--- src/rtl/pc_redirect_arbiter.sv ---
// Front-end redirect arbiter: picks trap/decode1/decode2 redirects, holds one
// until the PC stage handshakes it, and sequences boot and post-trap drain.
module pc_redirect_arbiter #(
  parameter int unsigned PC_W         = 64,
  parameter logic [PC_W-1:0] RESET_PC = 64'h0000000080000000,
  parameter int unsigned DRAIN_CYCLES = 4,
  parameter int unsigned CNT_W        = 16
) (
  input  logic             clk,
  input  logic             rst,
  input  logic             trap_ena,
  input  logic [PC_W-1:0]  trap_pc,
  input  logic             decode1_ena,
  input  logic [PC_W-1:0]  decode1_pc,
  input  logic             decode2_ena,
  input  logic [PC_W-1:0]  decode2_pc,
  input  logic             fetch_ready,
  output logic             redir_valid,
  output logic [PC_W-1:0]  redir_pc,
  output logic [1:0]       redir_src,
  output logic             flush_front,
  output logic             drain_busy,
  output logic [CNT_W-1:0] redir_cnt
);

  localparam int unsigned DW = (DRAIN_CYCLES > 0) ? $clog2(DRAIN_CYCLES + 1) : 1;

  typedef enum logic [1:0] {BOOT, IDLE, PEND, DRAIN} state_e;
  typedef enum logic [1:0] {SRC_BOOT, SRC_DEC1, SRC_DEC2, SRC_TRAP} src_e;

  state_e           state_q, state_d;
  src_e             redir_src_q, redir_src_d;
  logic             redir_valid_q, redir_valid_d;
  logic [PC_W-1:0]  redir_pc_q, redir_pc_d;
  logic             flush_front_q, flush_front_d;
  logic             drain_busy_q, drain_busy_d;
  logic [CNT_W-1:0] redir_cnt_q, redir_cnt_d;
  logic [DW-1:0]    drain_cnt_q, drain_cnt_d;

  logic             any_req;
  logic             handshake;
  src_e             win_src;
  logic [PC_W-1:0]  win_pc;

  always_comb begin
    any_req = trap_ena | decode1_ena | decode2_ena;
    win_src = SRC_DEC2;
    win_pc  = decode2_pc;
    if (trap_ena) begin
      win_src = SRC_TRAP;
      win_pc  = trap_pc;
    end else if (decode1_ena) begin
      win_src = SRC_DEC1;
      win_pc  = decode1_pc;
    end
  end

  assign handshake = redir_valid_q & fetch_ready;

  always_comb begin
    state_d       = state_q;
    redir_src_d   = redir_src_q;
    redir_valid_d = redir_valid_q;
    redir_pc_d    = redir_pc_q;
    flush_front_d = 1'b0;
    redir_cnt_d   = redir_cnt_q;
    drain_cnt_d   = drain_cnt_q;

    unique case (state_q)
      BOOT: begin
        redir_valid_d = 1'b1;
        redir_pc_d    = RESET_PC;
        redir_src_d   = SRC_BOOT;
        state_d       = PEND;
      end
      IDLE: begin
        if (any_req) begin
          redir_valid_d = 1'b1;
          redir_pc_d    = {win_pc[PC_W-1:1], 1'b0};
          redir_src_d   = win_src;
          flush_front_d = 1'b1;
          state_d       = PEND;
        end
      end
      PEND: begin
        if (handshake) begin
          redir_cnt_d = redir_cnt_q + {{(CNT_W-1){1'b0}}, 1'b1};
          // A request in the handshake cycle takes over the slot and skips drain.
          if (any_req) begin
            redir_pc_d    = {win_pc[PC_W-1:1], 1'b0};
            redir_src_d   = win_src;
            flush_front_d = 1'b1;
          end else begin
            redir_valid_d = 1'b0;
            if (redir_src_q == SRC_TRAP && DRAIN_CYCLES > 0) begin
              state_d     = DRAIN;
              drain_cnt_d = DW'(DRAIN_CYCLES);
            end else begin
              state_d = IDLE;
            end
          end
        end else if (trap_ena && redir_src_q != SRC_TRAP) begin
          redir_pc_d    = {trap_pc[PC_W-1:1], 1'b0};
          redir_src_d   = SRC_TRAP;
          flush_front_d = 1'b1;
        end
      end
      DRAIN: begin
        if (trap_ena) begin
          redir_valid_d = 1'b1;
          redir_pc_d    = {trap_pc[PC_W-1:1], 1'b0};
          redir_src_d   = SRC_TRAP;
          flush_front_d = 1'b1;
          drain_cnt_d   = '0;
          state_d       = PEND;
        end else begin
          drain_cnt_d = drain_cnt_q - {{(DW-1){1'b0}}, 1'b1};
          if (drain_cnt_q <= {{(DW-1){1'b0}}, 1'b1}) begin
            drain_cnt_d = '0;
            state_d     = IDLE;
          end
        end
      end
      default: state_d = BOOT;
    endcase

    drain_busy_d = (state_d == DRAIN);
  end

  always_ff @(posedge clk or posedge rst) begin
    if (rst) begin
      state_q       <= BOOT;
      redir_src_q   <= SRC_BOOT;
      redir_valid_q <= 1'b0;
      redir_pc_q    <= '0;
      flush_front_q <= 1'b0;
      drain_busy_q  <= 1'b0;
      redir_cnt_q   <= '0;
      drain_cnt_q   <= '0;
    end else begin
      state_q       <= state_d;
      redir_src_q   <= redir_src_d;
      redir_valid_q <= redir_valid_d;
      redir_pc_q    <= redir_pc_d;
      flush_front_q <= flush_front_d;
      drain_busy_q  <= drain_busy_d;
      redir_cnt_q   <= redir_cnt_d;
      drain_cnt_q   <= drain_cnt_d;
    end
  end

  assign redir_valid = redir_valid_q;
  assign redir_pc    = redir_pc_q;
  assign redir_src   = redir_src_q;
  assign flush_front = flush_front_q;
  assign drain_busy  = drain_busy_q;
  assign redir_cnt   = redir_cnt_q;

endmodule
--- config.mk ---
export PLATFORM = sky130hd
export DESIGN_NAME = pc_redirect_arbiter
export DESIGN_NICKNAME = d
export VERILOG_FILES = /design/src/rtl/pc_redirect_arbiter.sv
export SDC_FILE = /design/constraint.sdc
export NUM_CORES = 1
export LEC_CHECK = 0
export ABC_AREA = 1
export CAP_MARGIN = 20
export CORE_MARGIN = 1
export CORE_UTILIZATION = 44
export CTS_CLUSTER_SIZE = 16
export DETAILED_ROUTE_END_ITERATION = 8
export PLACE_DENSITY = 0.83
export SYNTH_ARGS = -nofsm -noshare
export SYNTH_HDL_FRONTEND = slang
export SYNTH_SLANG_ARGS = --single-unit
--- constraint.sdc ---
create_clock -name clk -period 4.1 [get_ports clk]
set_clock_uncertainty 0.05 [all_clocks]
set_input_delay 0.82 -clock clk [delete_from_list [all_inputs] [get_ports clk]]
set_output_delay 0.82 -clock clk [all_outputs]
set_load 0.02 [all_outputs]
==> results.sh <==
export IMPL_ctsHoldBuffers=0
export IMPL_place_area_um2=9480
export IMPL_r2r_start="redir_valid"
export IMPL_synth_distinct_cells=31
export IMPL_cts_num_sinks=90
export IMPL_hold_path_end="redir_pc[31]"
export IMPL_worstPathArrival_ns=3.01
export IMPL_antenna_cells=0
export IMPL_syn_inst=1138
export IMPL_worst_r2r_path_depth=8
export IMPL_grt_use_total=0.311
export IMPL_ant_nets=0
export IMPL_cts_max_path_buffers=2
export IMPL_end_kind="flip-flop"
export IMPL_pre_cts_slack_ns=1.02
export IMPL_critPathKind="primary input to flip-flop"
export IMPL_period_minus_slack_ns=2.77
export IMPL_slowest_delay_ns=0.74
export IMPL_dieArea_um2=15800
export IMPL_die_x_um=126
export IMPL_required_ns=4.34
export IMPL_first_pass_iters=5
export IMPL_syn_nets=1338
export IMPL_clkTransAtPathRegs_ns=0.07
export IMPL_hold_violations=0
export IMPL_power_density_nw_per_um2=454
export IMPL_worstPathCellList="clkdlybuf4s50_1 -> nor2_4 -> buf_4 -> o21ai_0 -> nand3_1 -> nand2_1 -> nand2_1 -> nand2_1 -> nand2_1"
export IMPL_grt_overflow_total=0
export IMPL_hp_start="redir_pc[31]"
export IMPL_ys_warn_count=0
export IMPL_p_sw_mw=1.83
export IMPL_path_common_cell="nand2_1"
export IMPL_post_cts_buffers=0
export IMPL_final_cell_mix="nand2_1, clkdlybuf4s50_1, nor2_1, dfrtp_1, o21ai_0"
export IMPL_routed_wl_um=24100
export IMPL_slew_violations=0
export IMPL_io_pins=283
export IMPL_async_reset_ff_frac=1.00
export IMPL_fin_area_um2=9770
export IMPL_tritoncts="done"
export IMPL_drtIter0Drc=621
export IMPL_cts_max_level=3
export IMPL_p_sw_frac=0.412
export IMPL_io_buffer_count=279
export IMPL_status="complete, no violations"
export IMPL_crit_fanout=64
export IMPL_drive_gt1_frac=0.0355
export IMPL_min_path_cells=2
export IMPL_clkPwrFrac=0.190
export IMPL_cp_start_kind="primary input"
export IMPL_vias_per_cell=5.10
export IMPL_drc=0
export IMPL_syn2layout_area_growth_pct=45.1
export IMPL_p_int_mw=2.60
export IMPL_cap_violations=0
export IMPL_final_common_cell="nand2_1"
export IMPL_syn_cell_area_um2=6730
export IMPL_cts_made_buffers=9
export IMPL_coreArea_um2=14800
export IMPL_cpMaxStageDelayCell="clkdlybuf4s50_1"
export IMPL_cts_resized=0
export IMPL_grt_pass1_wl_um=38900
export IMPL_fin_util=0.662
export IMPL_vdd_ir_drop_worst_v=0.000265
export IMPL_grt_setup_unrepaired="false"
export IMPL_fin_cells=1565
export IMPL_tightest_slew_ns=0.791
export IMPL_cts_root_buf="clkbuf_16"
export IMPL_dominantRegCellSynth="dfrtp_1"
export IMPL_start_util=0.456
export IMPL_fin_ws_ns=1.33
export IMPL_combPwrFrac=0.476
export IMPL_grt_pass1_vias=7480
export IMPL_final_nets=1576
export IMPL_ff2ff_setup_slack_ns=1.98
export IMPL_row_count=44
export IMPL_power_total_mw=4.43
export IMPL_dp_cells=1549
export IMPL_avgSynthCellArea_um2=5.92
export IMPL_setup_violations=0
export IMPL_synth_edf_count=0
export IMPL_critPathBufInv=2
export IMPL_place_detailed_hpwl_um=16000
export IMPL_holdWs_ns=0.449
export IMPL_die_h_um=126
export IMPL_power_frac_seq=0.335
export IMPL_cpLargestDelayFamily="buffers and inverters"
export IMPL_wl_per_cell_um=15.4
export IMPL_antenna_found_initial=0
export IMPL_fin_setup_tns_ns=0
export IMPL_hold_path_class="flip-flop to flip-flop"
export IMPL_ys_ff_latch=90
export IMPL_p_leak_nw=5.07
export IMPL_n_fill_cell=1345
export IMPL_ys_seq_area_frac=0.335
export IMPL_place_gp_congestion=0.867
export IMPL_clk_latency_ns=0.35
export IMPL_vias=7979
export IMPL_period_share=0.676
export IMPL_fmaxAchievable_mhz=361
export IMPL_r2r_end="redir_pc[27]"
export IMPL_slew_headroom=0.473
export IMPL_grt_start_max_net_pins=66
[cells by family after synthesis]
group                      after synthesis  share of synthesized area
AOI/OAI and AO/OA                       82                     0.0738
buffers and inverters                   90                     0.0751
and+or+nand+nor                        864                      0.500
xor gates and xnor gates                10                     0.0130
DFF                                     90                      0.335
adders and majority gates                2                    0.00372
[power groups by stage]
stage / Combinational [mW] / Clock, mW / Sequential [mW]
4_1_cts: 2.11 / 0.852 / 1.48
3_5_place_dp: 2.10 / 0 / 1.49
6_report: 2.11 / 0.840 / 1.48
5_1_grt: 2.25 / 0.892 / 1.54
2_1_floorplan: 0.621 / 0 / 1.87
3_3_place_gp: 2.08 / 0 / 1.49
[cell type report]
class	count	area (µm²)	share of cell area
inverters	24	92.6	0.00948
multi-input cells	958	3990	0.408
flip-flops and latches	90	2250	0.230
clock buffers	9	225	0.0230
repair buffers	293	2920	0.299
well taps	184	230	0.0236
clock inverters	7	66.3	0.00679
[how the worst max path moves through the flow]
stage,depth (start not counted),endpoint,startpoint
floorplan,1,drain_busy,rst
global placement,10,redir_pc[28],decode1_ena
detailed placement,10,redir_pc[28],decode1_ena
CTS,10,redir_pc[28],decode1_ena
global route,9,redir_pc[27],decode1_ena
finish,9,redir_pc[59],decode1_ena
[sequential cells by signal (all words and copies together) (netlist names)]
signal       flops
state_q          2
drain_busy       1
redir_pc        64
redir_src        2
redir_valid      1
drain_cnt_q      3
flush_front      1
redir_cnt       16
[synthesized netlist by cell type, types with 11 or more instances]
library cell	number	area (µm²)
nand2_1	662	2480
nor2_1	141	529
dfrtp_1	90	2250
o21ai_0	45	225
nand3_1	44	220
buf_2	29	145
a21boi_1	21	158
inv_1	19	71.3
clkbuf_1	14	52.6
buf_6	12	135
buf_4	11	82.6
[tightest hold or removal path: cells and delay by family (launching register included)]
family	cells	cell delay, ns
simple gates	2	0.11
flops	1	0.36
[routing by layer]
layer,track usage,share of wire,vias to the layer above
met4,0.110,0.023,0
li1,-,-,3976
met5,0,0,-
met2,0.538,0.49,312
met3,0.0590,0.075,39
met1,0.386,0.42,3652
Power figures use the tool's default switching activity.
